[config.mk]
export PLATFORM = sky130hd
export DESIGN_NAME = fb_port_arbiter_flat
export DESIGN_NICKNAME = d
export VERILOG_FILES = /design/src/rtl/fb_pkg.sv /design/src/rtl/fb_port_arbiter_if.sv /design/src/rtl/fb_write_fifo.sv /design/src/rtl/fb_port_arbiter.sv /design/src/flat_wrapper.sv
export SDC_FILE = /design/constraint.sdc
export NUM_CORES = 1
export LEC_CHECK = 0
export CELL_PAD_IN_SITES_DETAIL_PLACEMENT = 1
export CELL_PAD_IN_SITES_GLOBAL_PLACEMENT = 1
export CORE_MARGIN = 2
export CORE_UTILIZATION = 45
export CTS_CLUSTER_SIZE = 24
export DETAILED_ROUTE_END_ITERATION = 10
export PLACE_DENSITY_LB_ADDON = 0.1
export SLEW_MARGIN = 10
export SYNTH_ARGS = -nofsm -noshare
export SYNTH_HDL_FRONTEND = slang
export SYNTH_SLANG_ARGS = --single-unit
[constraint.sdc]
create_clock -name clk -period 3.9 [get_ports clk]
set_clock_uncertainty 0.2 [all_clocks]
set_input_delay 0.975 -clock clk [delete_from_list [all_inputs] [get_ports clk]]
set_output_delay 0.975 -clock clk [all_outputs]
set_load 0.02 [all_outputs]
[src/rtl/fb_pkg.sv]
// Frame-buffer constants and types shared by the arbiter and the pixel generator.
package fb_pkg;

    localparam int FB_WIDTH   = 320;
    localparam int FB_HEIGHT  = 240;
    localparam int FB_DEPTH   = FB_WIDTH * FB_HEIGHT;
    localparam int ADDR_W     = 17;
    localparam int FIFO_DEPTH = 4;

    typedef enum logic [1:0] {
        IDLE  = 2'd0,
        DRAIN = 2'd1,
        CLEAR = 2'd2
    } fb_state_t;

    typedef struct packed {
        logic [ADDR_W-1:0] addr;
        logic              data;
    } fb_wr_t;

endpackage

[src/rtl/fb_port_arbiter_if.sv]
// Video, drawing-write, clear-control and RAM signals of the frame-buffer arbiter.
interface fb_port_arbiter_if;
    import fb_pkg::*;

    logic              vid_req;
    logic [ADDR_W-1:0] vid_addr;
    logic              vid_data;
    logic              wr_valid;
    logic              wr_ready;
    logic [ADDR_W-1:0] wr_addr;
    logic              wr_data;
    logic              clear_req;
    logic              clear_value;
    logic              clear_busy;
    logic              clear_done;
    logic              addr_err;
    logic              err_clr;
    logic [ADDR_W-1:0] mem_addr;
    logic              mem_we;
    logic              mem_wdata;
    logic              mem_rdata;

    // The arbiter is the slave of its clients; the client side also models the RAM.
    modport slave (
        input  vid_req, vid_addr, wr_valid, wr_addr, wr_data,
               clear_req, clear_value, err_clr, mem_rdata,
        output vid_data, wr_ready, clear_busy, clear_done, addr_err,
               mem_addr, mem_we, mem_wdata
    );

    modport master (
        output vid_req, vid_addr, wr_valid, wr_addr, wr_data,
               clear_req, clear_value, err_clr, mem_rdata,
        input  vid_data, wr_ready, clear_busy, clear_done, addr_err,
               mem_addr, mem_we, mem_wdata
    );

endinterface

[src/rtl/fb_write_fifo.sv]
// Small synchronous FIFO holding pending drawing writes {addr,data}.
module fb_write_fifo #(
    parameter int WIDTH = 18,
    parameter int DEPTH = 4
) (
    input  logic             clk,
    input  logic             reset_n,
    input  logic             i_push,
    input  logic             i_pop,
    input  logic [WIDTH-1:0] i_din,
    output logic [WIDTH-1:0] o_dout,
    output logic             o_full,
    output logic             o_empty
);
    localparam int PW = $clog2(DEPTH);

    logic [WIDTH-1:0] r_mem [DEPTH];
    logic [PW-1:0]    r_wr_ptr;
    logic [PW-1:0]    r_rd_ptr;
    logic [PW:0]      r_count;
    logic             w_do_push;
    logic             w_do_pop;

    assign o_full    = (r_count == (PW+1)'(DEPTH));
    assign o_empty   = (r_count == '0);
    assign w_do_push = i_push && !o_full;
    assign w_do_pop  = i_pop && !o_empty;
    assign o_dout    = r_mem[r_rd_ptr];

    // Storage carries no reset; only pointers and count are control state.
    always_ff @(posedge clk) begin
        if (w_do_push) begin
            r_mem[r_wr_ptr] <= i_din;
        end
    end

    always_ff @(posedge clk) begin
        if (!reset_n) begin
            r_wr_ptr <= '0;
            r_rd_ptr <= '0;
            r_count  <= '0;
        end else begin
            if (w_do_push) r_wr_ptr <= r_wr_ptr + 1'b1;
            if (w_do_pop)  r_rd_ptr <= r_rd_ptr + 1'b1;
            case ({w_do_push, w_do_pop})
                2'b10:   r_count <= r_count + 1'b1;
                2'b01:   r_count <= r_count - 1'b1;
                default: r_count <= r_count;
            endcase
        end
    end

endmodule

[src/rtl/fb_port_arbiter.sv]
// Single-port frame RAM arbiter: video reads first, then the clear engine, then queued drawing writes.
module fb_port_arbiter #(
    parameter int ADDR_W     = fb_pkg::ADDR_W,
    parameter int FB_DEPTH   = fb_pkg::FB_DEPTH,
    parameter int FIFO_DEPTH = fb_pkg::FIFO_DEPTH
) (
    input  logic          clk,
    input  logic          reset_n,
    fb_port_arbiter_if.slave bus
);
    import fb_pkg::*;

    localparam logic [ADDR_W-1:0] LP_DEPTH = ADDR_W'(FB_DEPTH);
    localparam logic [ADDR_W-1:0] LP_LAST  = ADDR_W'(FB_DEPTH - 1);

    fb_state_t         r_state;
    logic [ADDR_W-1:0] r_clr_addr;
    logic              r_clr_value;
    logic              r_clear_busy;
    logic              r_clear_done;
    logic              r_addr_err;
    logic [ADDR_W-1:0] r_mem_addr;
    logic              r_mem_we;
    logic              r_mem_wdata;
    logic              r_vtag_p0;
    logic              r_vtag_p1;
    logic              r_vid_data;

    logic              w_fifo_full;
    logic              w_fifo_empty;
    fb_wr_t            w_head;
    fb_wr_t            w_din;
    logic              w_wr_ready;
    logic              w_push_hs;
    logic              w_bad_addr;
    logic              w_push;
    logic              w_clr_slot;
    logic              w_pop;

    assign w_wr_ready = !w_fifo_full && (r_state == IDLE);
    assign w_push_hs  = bus.wr_valid && w_wr_ready;
    assign w_bad_addr = (bus.wr_addr >= LP_DEPTH);
    assign w_push     = w_push_hs && !w_bad_addr;
    assign w_clr_slot = !bus.vid_req && (r_state == CLEAR);
    assign w_pop      = !bus.vid_req && (r_state != CLEAR) && !w_fifo_empty;
    assign w_din      = '{addr: bus.wr_addr, data: bus.wr_data};

    fb_write_fifo #(
        .WIDTH ($bits(fb_wr_t)),
        .DEPTH (FIFO_DEPTH)
    ) u_fifo (
        .clk     (clk),
        .reset_n (reset_n),
        .i_push  (w_push),
        .i_pop   (w_pop),
        .i_din   (w_din),
        .o_dout  (w_head),
        .o_full  (w_fifo_full),
        .o_empty (w_fifo_empty)
    );

    always_ff @(posedge clk) begin
        if (!reset_n) begin
            r_state      <= IDLE;
            r_clr_addr   <= '0;
            r_clear_busy <= 1'b0;
            r_clear_done <= 1'b0;
            r_addr_err   <= 1'b0;
            r_mem_addr   <= '0;
            r_mem_we     <= 1'b0;
            r_mem_wdata  <= 1'b0;
            r_vtag_p0    <= 1'b0;
            r_vtag_p1    <= 1'b0;
            r_vid_data   <= 1'b0;
        end else begin
            // Read-tag pipeline: p0 = address on the RAM, p1 = data on mem_rdata.
            r_vtag_p0 <= bus.vid_req;
            r_vtag_p1 <= r_vtag_p0;
            if (r_vtag_p1) r_vid_data <= bus.mem_rdata;

            if (bus.vid_req) begin
                r_mem_addr <= bus.vid_addr;
                r_mem_we   <= 1'b0;
            end else if (w_clr_slot) begin
                r_mem_addr  <= r_clr_addr;
                r_mem_we    <= 1'b1;
                r_mem_wdata <= r_clr_value;
            end else if (w_pop) begin
                r_mem_addr  <= w_head.addr;
                r_mem_we    <= 1'b1;
                r_mem_wdata <= w_head.data;
            end else begin
                r_mem_we <= 1'b0;
            end

            // A new bad write outranks a simultaneous clear request.
            if (w_push_hs && w_bad_addr) r_addr_err <= 1'b1;
            else if (bus.err_clr)        r_addr_err <= 1'b0;

            r_clear_done <= 1'b0;
            case (r_state)
                IDLE: begin
                    if (bus.clear_req) begin
                        r_clr_value  <= bus.clear_value;
                        r_clear_busy <= 1'b1;
                        // A write pushed in this same cycle must still drain first.
                        if (w_fifo_empty && !w_push) begin
                            r_state    <= CLEAR;
                            r_clr_addr <= '0;
                        end else begin
                            r_state <= DRAIN;
                        end
                    end
                end
                DRAIN: begin
                    if (w_fifo_empty) begin
                        r_state    <= CLEAR;
                        r_clr_addr <= '0;
                    end
                end
                CLEAR: begin
                    if (w_clr_slot) begin
                        if (r_clr_addr == LP_LAST) begin
                            r_state      <= IDLE;
                            r_clear_busy <= 1'b0;
                            r_clear_done <= 1'b1;
                        end else begin
                            r_clr_addr <= r_clr_addr + 1'b1;
                        end
                    end
                end
                default: begin
                    r_state      <= IDLE;
                    r_clear_busy <= 1'b0;
                end
            endcase
        end
    end

    assign bus.vid_data   = r_vid_data;
    assign bus.wr_ready   = w_wr_ready;
    assign bus.clear_busy = r_clear_busy;
    assign bus.clear_done = r_clear_done;
    assign bus.addr_err   = r_addr_err;
    assign bus.mem_addr   = r_mem_addr;
    assign bus.mem_we     = r_mem_we;
    assign bus.mem_wdata  = r_mem_wdata;

endmodule
[src/flat_wrapper.sv]
// flat-port wrapper written by rule: the top's interface ports become plain ports
module fb_port_arbiter_flat import fb_pkg::*;
#(
    parameter int ADDR_W     = fb_pkg::ADDR_W,
    parameter int FB_DEPTH   = fb_pkg::FB_DEPTH,
    parameter int FIFO_DEPTH = fb_pkg::FIFO_DEPTH
)
  (clk, reset_n, bus_vid_req, bus_vid_addr, bus_wr_valid, bus_wr_addr, bus_wr_data, bus_clear_req, bus_clear_value, bus_err_clr, bus_mem_rdata, bus_vid_data, bus_wr_ready, bus_clear_busy, bus_clear_done, bus_addr_err, bus_mem_addr, bus_mem_we, bus_mem_wdata);
  fb_port_arbiter_if bus_i ();
  input  logic clk;
  input  logic reset_n;
  input wire logic [$bits(bus_i.vid_req)-1:0] bus_vid_req;
  input wire logic [$bits(bus_i.vid_addr)-1:0] bus_vid_addr;
  input wire logic [$bits(bus_i.wr_valid)-1:0] bus_wr_valid;
  input wire logic [$bits(bus_i.wr_addr)-1:0] bus_wr_addr;
  input wire logic [$bits(bus_i.wr_data)-1:0] bus_wr_data;
  input wire logic [$bits(bus_i.clear_req)-1:0] bus_clear_req;
  input wire logic [$bits(bus_i.clear_value)-1:0] bus_clear_value;
  input wire logic [$bits(bus_i.err_clr)-1:0] bus_err_clr;
  input wire logic [$bits(bus_i.mem_rdata)-1:0] bus_mem_rdata;
  output wire logic [$bits(bus_i.vid_data)-1:0] bus_vid_data;
  output wire logic [$bits(bus_i.wr_ready)-1:0] bus_wr_ready;
  output wire logic [$bits(bus_i.clear_busy)-1:0] bus_clear_busy;
  output wire logic [$bits(bus_i.clear_done)-1:0] bus_clear_done;
  output wire logic [$bits(bus_i.addr_err)-1:0] bus_addr_err;
  output wire logic [$bits(bus_i.mem_addr)-1:0] bus_mem_addr;
  output wire logic [$bits(bus_i.mem_we)-1:0] bus_mem_we;
  output wire logic [$bits(bus_i.mem_wdata)-1:0] bus_mem_wdata;
  assign bus_i.vid_req = bus_vid_req;
  assign bus_i.vid_addr = bus_vid_addr;
  assign bus_i.wr_valid = bus_wr_valid;
  assign bus_i.wr_addr = bus_wr_addr;
  assign bus_i.wr_data = bus_wr_data;
  assign bus_i.clear_req = bus_clear_req;
  assign bus_i.clear_value = bus_clear_value;
  assign bus_i.err_clr = bus_err_clr;
  assign bus_i.mem_rdata = bus_mem_rdata;
  assign bus_vid_data = bus_i.vid_data;
  assign bus_wr_ready = bus_i.wr_ready;
  assign bus_clear_busy = bus_i.clear_busy;
  assign bus_clear_done = bus_i.clear_done;
  assign bus_addr_err = bus_i.addr_err;
  assign bus_mem_addr = bus_i.mem_addr;
  assign bus_mem_we = bus_i.mem_we;
  assign bus_mem_wdata = bus_i.mem_wdata;
  fb_port_arbiter #(.ADDR_W(ADDR_W), .FB_DEPTH(FB_DEPTH), .FIFO_DEPTH(FIFO_DEPTH)) u_core (.clk(clk), .reset_n(reset_n), .bus(bus_i));
endmodule
==> reports/summary.txt, run 1 <==
distinct cell type count of the synthesized netlist -> 63
violations in the final reports -> DRC
Crit path largest cell delay -> 0.48 ns
sum of buffers and inverters on the critical path -> 2
antenna violations before repair -> 0
sequential fraction of the synthesis area -> 60.6%
layout-stage area growth over the synthesis result -> 26.1%
die outline area -> 12800 um^2
setup TNS -> 0 ns
switching share of power -> 32.2%
fraction of final layout cells with drive strength greater than 1 -> 18.0%
reg-to-reg setup timing slack -> 1.08 ns
category of the most critical setup path -> in -> reg
number of enable flip-flop cells after synthesis -> 73
most repeated cell in the gate-level netlist after synthesis -> sky130_fd_sc_hd__edfxtp_1
area share of the largest cell type after synthesis -> 40.9%
slew at the pin closest to its max-slew limit -> 0.919 ns
Int Power -> 3.22 mW
combinational family with the most area after synthesis -> compound AO/OA/AOI/OAI gates
I/O pin total -> 67
destination of the worst register-to-register timing path -> u_core.u_fifo.r_count[2]
leading post-synthesis cells by instance count -> sky130_fd_sc_hd__edfxtp_1 (73), sky130_fd_sc_hd__dfxtp_1 (53), sky130_fd_sc_hd__a21oi_1 (28), sky130_fd_sc_hd__mux4_2 (18), sky130_fd_sc_hd__o22ai_1 (18)
cell count after placement -> 599
Finished Layout Cells -> 631
worst min-delay path class -> reg -> reg
mean instance size in the synthesized netlist -> 13.3 um^2
switching component of the power -> 1.53 mW
outcome -> finished, violations left
critical path peak fanout -> 5
WL met3 -> 569 um
Rows -> 39
Worst setup EP type -> flip-flop
cell class contributing the biggest share of worst-path delay -> compound AO/OA/AOI/OAI gates
hold_sp -> u_core.r_vtag_p0
peak supply drop -> 0.389 mV
number of clock buffers inserted by TritonCTS -> 17
sum of routed wire segments on met1 -> 6020 um
global placement routability congestion -> 0.855
number of storage elements in the synthesis netlist -> 126
Synth Area in Adders -> 1.77%
number of nets with antenna violations after routing -> 0
area taken by multi-input logic gates -> 1950 um^2
Port Buf Inserts -> 66
clock input transition at the sequential cells of the worst setup and hold paths -> 0.06 ns
highest metal used -> met4
CTS Hold Bufs -> 0
Max Root-Sink Buffers -> 2
CTS tree -> done
gate count of the mapped netlist -> 402
leakage power total -> 2.29 nW
buffer count from post-CTS setup fixing -> 0
WL met2 -> 6670 um
Initial Util -> 46.6%
worst rel slew slack -> 38.6%
largest net degree at the start of global routing -> 34
fin. max-slew vios -> 0
cell depth of the worst hold path -> 1
Finish-stage setup viols -> 0
vias in the first global route -> 3943
post-route cell area -> 6770 um^2
total vias in the final route -> 3756
Synthesized Nets -> 452
detailed-route vias per instance -> 5.95
Highest Clock Rate -> 0.287 GHz
estimated wirelength of the detail-placed design -> 9070 um
leading register cell type out of synthesis -> sky130_fd_sc_hd__edfxtp_1
count of nets after finishing -> 525
total power per unit cell area -> 702 nW/um^2
mux contribution to synthesized area -> 8.12%
source of the worst register-to-register timing path -> u_core.r_state[1]
post-cts gate resize count -> 0
CTS H-Tree Depth -> 4
compound-cell area share of the yosys netlist -> 13.9%
part of the total power dissipated in combinational logic -> 30.7%
# Max-Cap Violations -> 0
number of DRC markers after the initial detailed-route iteration -> 194
Die Span X -> 113 um
clock latency reported for the late side of the worst-skew pair -> 0.42 ns
Async SR Flop Fraction -> 0%
Seq. cell area -> 3250 um^2
Ys Warns -> 0
simple-gate portion of the synthesized area -> 11.7%
count of unresolved DRC violations after routing -> 2
Detailed Routing Iterations Pass 1 -> 7
gr usage total -> 23.1%
ranking of synthesized cells by area -> sky130_fd_sc_hd__edfxtp_1 (41%), sky130_fd_sc_hd__dfxtp_1 (20%), sky130_fd_sc_hd__mux4_2 (7.6%)
Final period util -> 89.3%
total core area -> 11500 um^2
clock network fraction of total power -> 33.5%
post-synth design cell area -> 5370 um^2
diodes inserted -> 0
share of the synthesized netlist area taken by xor and xnor gates -> 0.979%
instance area at placement -> 6170 um^2
Worst Hold Endpoint -> u_core.r_vtag_p1
RSZ-0062 raised after global routing -> no
area leader, netlist -> sky130_fd_sc_hd__edfxtp_1
final number of hold-violating endpoints -> 0
Slowest-stage cell, CP -> sky130_fd_sc_hd__clkdlybuf4s50_1
Chip Height -> 113 um
Arr. time, crit path -> 3.62 ns
post-DR wirelength/cell -> 21.5 um
r2r worst-path depth -> 9
number of filler instances in the final layout -> 1139
global-route wire length before repair -> 21900 um
Clock Root Buffer -> sky130_fd_sc_hd__clkbuf_16
sum of routed wire length over all layers -> 13600 um
data required time at the worst endpoint -> 4.04 ns
Critical Path, Cell by Cell -> clkdlybuf4s50_1 -> a211o_2 -> o21ai_2 -> and3_1 -> inv_1 -> ha_1 -> fa_1 -> xnor2_1 -> or3_1 -> a21boi_0
time the worst path needs with I/O delays and setup -> 3.48 ns
Sink Count -> 126
launching element type of the critical path -> input pin
Reg power frac -> 35.8%
GRT overflow -> 0
[through the flow]
step	util, %	hold WS, ns	setup slack, ns	power (mW)
after detailed placement	53.6	0.221	0.00603	3.19
after floorplan	-	0.212	0.556	2.67
final	58.8	0.233	0.416	4.75
after CTS	58.8	0.236	0.434	4.80
after global routing	58.8	0.243	0.348	4.99
after global placement	53.6	0.220	0.181	3.15
[worst max path at each step]
stage,start,to,cells after the start
final,bus_wr_addr[14],u_core.u_fifo.r_count[2],10
after global routing,bus_wr_addr[15],u_core.u_fifo.r_count[2],10
after CTS,bus_wr_addr[14],u_core.u_fifo.r_count[2],10
after detailed placement,bus_wr_addr[14],u_core.u_fifo.r_count[2],10
after global placement,bus_wr_addr[15],u_core.u_fifo.r_count[2],10
after floorplan,bus_wr_addr[13],u_core.u_fifo.r_count[2],10
[sequential cells by signal, summed over array words and instances (netlist names), named ones only]
| signal | flops |
|---|---|
| u_core.r_vtag_p0 | 1 |
| u_core.bus.mem_wdata | 1 |
| u_core.u_fifo.r_mem | 72 |
| u_core.bus.clear_busy | 1 |
| u_core.r_state | 2 |
| u_core.r_vtag_p1 | 1 |
| u_core.u_fifo.r_count | 3 |
| u_core.bus.mem_addr | 17 |
| u_core.u_fifo.r_rd_ptr | 2 |
| u_core.bus.vid_data | 1 |
| u_core.bus.addr_err | 1 |
| u_core.bus.mem_we | 1 |
| u_core.bus.clear_done | 1 |
| u_core.r_clr_addr | 17 |
| u_core.r_clr_value | 1 |
| u_core.u_fifo.r_wr_ptr | 2 |
[cells in the final DEF, fill, tap and decap left out, drive strengths merged, types with 14 or more instances in the layout]
| master | synthesis | final |
|---|---|---|
| nand3 | 14 | 14 |
| edfxtp | 73 | 73 |
| o221ai | 16 | 16 |
| dfxtp | 53 | 53 |
| clkbuf | 17 | 18 |
| a21oi | 29 | 29 |
| mux4 | 18 | 18 |
| o22ai | 18 | 18 |
| buf | 8 | 14 |
| clkdlybuf4s50 | 0 | 65 |
| nand2 | 17 | 17 |
[cell families (layout without fill, tap and decap cells)]
family,count (synthesis),in the layout
AOI/OAI and AO/OA,103,103
and+or+nand+nor,105,105
DFF,126,126
muxes,21,21
adders and majority gates,7,7
xor gates and xnor gates,6,6
buffers and inverters,34,120
[final cells by class]
type,count,area share [%]
multi-input combinational,242,28.9
timing repair buffer,79,11.1
tap,143,2.64
clock inverter,14,2.46
clock buffer,18,6.34
inverter,9,0.499
sequential,126,48.1
[power groups by stage]
stage	Sequential (mW)	Combinational (mW)	Clock (mW)
global placement	1.72	1.43	0
floorplan	1.78	0.899	0
global route	1.72	1.59	1.68
CTS	1.70	1.48	1.62
detailed placement	1.73	1.46	0
finish	1.70	1.46	1.59
[metal layers]
layer | track usage (%) | up-vias
met5 | 0 | -
met4 | 11.2 | 0
met3 | 5.78 | 24
met2 | 36.4 | 86
met1 | 30.0 | 1912
li1 | - | 1734
Note: power is estimated with default switching activity, not from simulation.
==> inputs of run 2 (changes only) <==
CORE_UTILIZATION = 44   (was 45)
SYNTH_HIERARCHICAL = 1   (was unset)
==> run 2 against run 1 <==
Global-route usage down 0.34 points. Via count up 5.1%. Setup slack improved by 0.23 ns. Sequential share of layout area fell by 0.34 points. Critical path depth increased by 2. Register-to-register slack better by 0.09 ns. Die area increased by 4.1%. Routed wire length up 2.3%. Largest power group unchanged. Synthesized cell count increased by 16%. Cell count increased by 13%. Utilization shrank 2.3 points. Clock power down 8%. The run now ends clean. Critical endpoint is now u_core/u_fifo/r_count[2].
==> reports/summary.txt, run 2 <==
outcome -> complete, no violations
Worst setup EP type -> flip-flop
r2r worst-path depth -> 12 (+3)
detailed-route vias per instance -> 5.54 (-6.9%)
RSZ-0062 raised after global routing -> no
Port Buf Inserts -> 66 (unchanged)
number of clock buffers inserted by TritonCTS -> 17 (unchanged)
source of the worst register-to-register timing path -> u_core/u_fifo/r_count[2]
number of storage elements in the synthesis netlist -> 126 (unchanged)
gate count of the mapped netlist -> 467 (+16%)
Rows -> 40 (+2.6%)
buffer count from post-CTS setup fixing -> 0 (unchanged)
Initial Util -> 45.3% (-1.3 points)
Finish-stage setup viols -> 0 (unchanged)
layout-stage area growth over the synthesis result -> 24.6%
area share of the largest cell type after synthesis -> 40.1% (-0.77 points)
global-route wire length before repair -> 22600 um (+3.3%)
number of flip-flops under the largest register name -> 72 (unchanged)
time the worst path needs with I/O delays and setup -> 3.26 ns (-0.228 ns)
CTS H-Tree Depth -> 4 (unchanged)
number of DRC markers after the initial detailed-route iteration -> 220 (+13%)
clock latency reported for the late side of the worst-skew pair -> 0.42 ns (about the same)
Ys Warns -> 6 (+6)
Chip Height -> 115 um (+2.0%)
final setup margin -> 0.644 ns (+0.228 ns)
destination of the worst register-to-register timing path -> u_core/u_fifo/r_count[2]
reg-to-reg setup timing slack -> 1.17 ns (+0.09 ns)
CTS Hold Bufs -> 0 (unchanged)
total vias in the final route -> 3947 (+5.1%)
post-DR wirelength/cell -> 19.5 um (-9.3%)
tightest hold margin -> 0.235 ns (+0.00174 ns)
leakage power total -> 2.25 nW (-1.5%)
total core area -> 12100 um^2 (+4.7%)
most common library cell in the layout ignoring fill and taps -> sky130_fd_sc_hd__edfxtp_1
distinct cell type count of the synthesized netlist -> 59 (-6.3%)
ranking of synthesized cells by area -> sky130_fd_sc_hd__edfxtp_1 (40%), sky130_fd_sc_hd__dfxtp_1 (19%), sky130_fd_sc_hd__mux4_2 (7.4%)
total power per unit cell area -> 522 nW/um^2 (-26%)
instance area at placement -> 6270 um^2 (+1.5%)
leading post-synthesis cells by instance count -> sky130_fd_sc_hd__edfxtp_1 (73), sky130_fd_sc_hd__dfxtp_1 (53), sky130_fd_sc_hd__nor2_1 (42), sky130_fd_sc_hd__nand2_1 (37), sky130_fd_sc_hd__o21ai_0 (35)
setup TNS -> 0 ns (unchanged)
diodes inserted -> 0 (unchanged)
antenna violations before repair -> 0 (unchanged)
estimated wirelength of the detail-placed design -> 9350 um (+3.1%)
sum of routed wire length over all layers -> 13900 um (+2.3%)
termination of the worst setup path -> u_core/u_fifo/r_count[2]
Pwr Total -> 3.56 mW (-25%)
post-cts gate resize count -> 0 (unchanged)
post-route cell area -> 6820 um^2 (+0.70%)
slew at the pin closest to its max-slew limit -> 0.926 ns (+0.00726 ns)
Synthesized Nets -> 517 (+14%)
highest metal used -> met4
Sink Count -> 126 (unchanged)
Die Span X -> 115 um (+2.0%)
sequential fraction of the synthesis area -> 59.5% (-1.1 points)
Final period util -> 83.5% (-5.8 points)
post-synth design cell area -> 5470 um^2 (+1.9%)
count of nets after finishing -> 582 (+11%)
gr usage total -> 22.8% (-0.34 points)
Max Root-Sink Buffers -> 2 (unchanged)
WL met2 -> 6860 um (+2.9%)
data required time at the worst endpoint -> 4.05 ns (about the same)
count of unresolved DRC violations after routing -> 0 (-2)
final number of hold-violating endpoints -> 0 (unchanged)
# Max-Cap Violations -> 0 (unchanged)
worst min-delay path class -> reg -> reg
launching element type of the critical path -> input pin
Arr. time, crit path -> 3.41 ns (-0.21 ns)
Clock Root Buffer -> sky130_fd_sc_hd__clkbuf_16
WL met3 -> 503 um (-12%)
fraction of final layout cells with drive strength greater than 1 -> 12.3% (-5.7 points)
die outline area -> 13300 um^2 (+4.1%)
Detailed Routing Iterations Pass 1 -> 4 (-3)
peak supply drop -> 0.361 mV (-7.0%)
number of enable flip-flop cells after synthesis -> 73 (unchanged)
area leader, netlist -> sky130_fd_sc_hd__edfxtp_1
vias in the first global route -> 4103 (+4.1%)
number of nets with antenna violations after routing -> 0 (unchanged)
GRT overflow -> 0 (unchanged)
sum of routed wire segments on met1 -> 6360 um (+5.6%)
mean instance size in the synthesized netlist -> 11.7 um^2 (-12%)
most repeated cell in the gate-level netlist after synthesis -> sky130_fd_sc_hd__edfxtp_1
CTS tree -> done
global placement routability congestion -> 0.853 (-0.28%)
Finished Layout Cells -> 712 (+13%)
category of the most critical setup path -> in -> reg
leading register cell type out of synthesis -> sky130_fd_sc_hd__edfxtp_1
Post-Route Utilization -> 56.5% (-2.3 points)
fin. max-slew vios -> 0 (unchanged)
I/O pin total -> 67 (unchanged)
critical path peak fanout -> 6 (+1)
cell count after placement -> 681 (+14%)
Async SR Flop Fraction -> 0% (unchanged)
top register by number of flip-flops -> u_core/u_fifo/r_mem
largest net degree at the start of global routing -> 54 (+59%)
highest-count cells in the layout ignoring fill and taps -> sky130_fd_sc_hd__edfxtp_1 (73), sky130_fd_sc_hd__clkdlybuf4s50_1 (66), sky130_fd_sc_hd__dfxtp_1 (53), sky130_fd_sc_hd__nor2_1 (42), sky130_fd_sc_hd__nand2_1 (37)
worst rel slew slack -> 38.2% (-0.40 points)
clock input transition at the sequential cells of the worst setup and hold paths -> 0.06 ns (about the same)
start point of the critical path -> bus_wr_addr[13]
Highest Clock Rate -> 0.307 GHz (+7.0%)
Place WS -> 0.259 ns (+0.253 ns)
## run 2: cell count changes after synthesis, sizes merged, moves of 5 or more
cell / previous run / this run
nor3: 7 / 32
nand3: 14 / 7
nor2: 10 / 43
nand2: 17 / 37
o22ai: 18 / 4
o221ai: 16 / 2
nand2b: 7 / 1
o21ai: 6 / 36
buf: 8 / 13
and3: 8 / 2
## run 2: cell families after synthesis
group / count (synthesis) / share of synthesized area (%)
adder cells (fa/ha/maj): 7 / 1.74
AND/OR/NAND/NOR: 164 / 15.0
buffers and inverters: 44 / 3.75
AO/OA/AOI/OAI: 99 / 11.1
flip-flops: 126 / 59.5
multiplexers: 24 / 8.51
XOR/XNOR: 3 / 0.481
## run 2: worst min-delay path by stage
stage                  endpoint  cells past startpoint        startpoint  slack [ns]
2_1_floorplan  u_core/r_vtag_p1                      1  u_core/r_vtag_p0        0.21
3_3_place_gp   u_core/r_vtag_p1                      1  u_core/r_vtag_p0        0.23
3_5_place_dp   u_core/r_vtag_p1                      1  u_core/r_vtag_p0        0.23
4_1_cts        u_core/r_vtag_p1                      1  u_core/r_vtag_p0        0.24
5_1_grt        u_core/r_vtag_p1                      1  u_core/r_vtag_p0        0.25
6_report       u_core/r_vtag_p1                      1  u_core/r_vtag_p0        0.23
## run 2: layout make-up
| cell class | instances | area, um^2 |
|---|---|---|
| clock buffers | 17 | 425 |
| clock inverters | 14 | 123 |
| fillers | 1223 | 5250 |
| inverters | 13 | 48.8 |
| multi-input cells | 297 | 2010 |
| flip-flops and latches | 126 | 3250 |
| well taps | 168 | 210 |
| repair buffers | 77 | 743 |
## run 2: where the power goes
part / switching, mW / internal, mW / total (mW) / leakage, nW
registers: 0.0457 / 1.48 / 1.53 / 1.09
clock network: 0.587 / 0.869 / 1.46 / 0.260
logic: 0.339 / 0.233 / 0.571 / 0.897
## run 2: per-layer routing
metal  vias to the layer above  global-route usage, %
met2                        69                   36.5
met4                         0                   7.31
met1                      1979                   30.7
li1                       1882                      -
met5                         -                      0
met3                        17                   5.70
## run 2: critical path, stage by stage
cell,delay [ns]
sky130_fd_sc_hd__clkdlybuf4s50_1,0.49
sky130_fd_sc_hd__a211oi_1,0.37
sky130_fd_sc_hd__nand2_1,0.14
sky130_fd_sc_hd__a21oi_1,0.15
sky130_fd_sc_hd__nor2b_1,0.22
sky130_fd_sc_hd__inv_2,0.05
sky130_fd_sc_hd__ha_1,0.22
sky130_fd_sc_hd__inv_1,0.08
sky130_fd_sc_hd__fa_1,0.17
sky130_fd_sc_hd__xor2_1,0.07
sky130_fd_sc_hd__or3_1,0.32
sky130_fd_sc_hd__a21boi_1,0.15
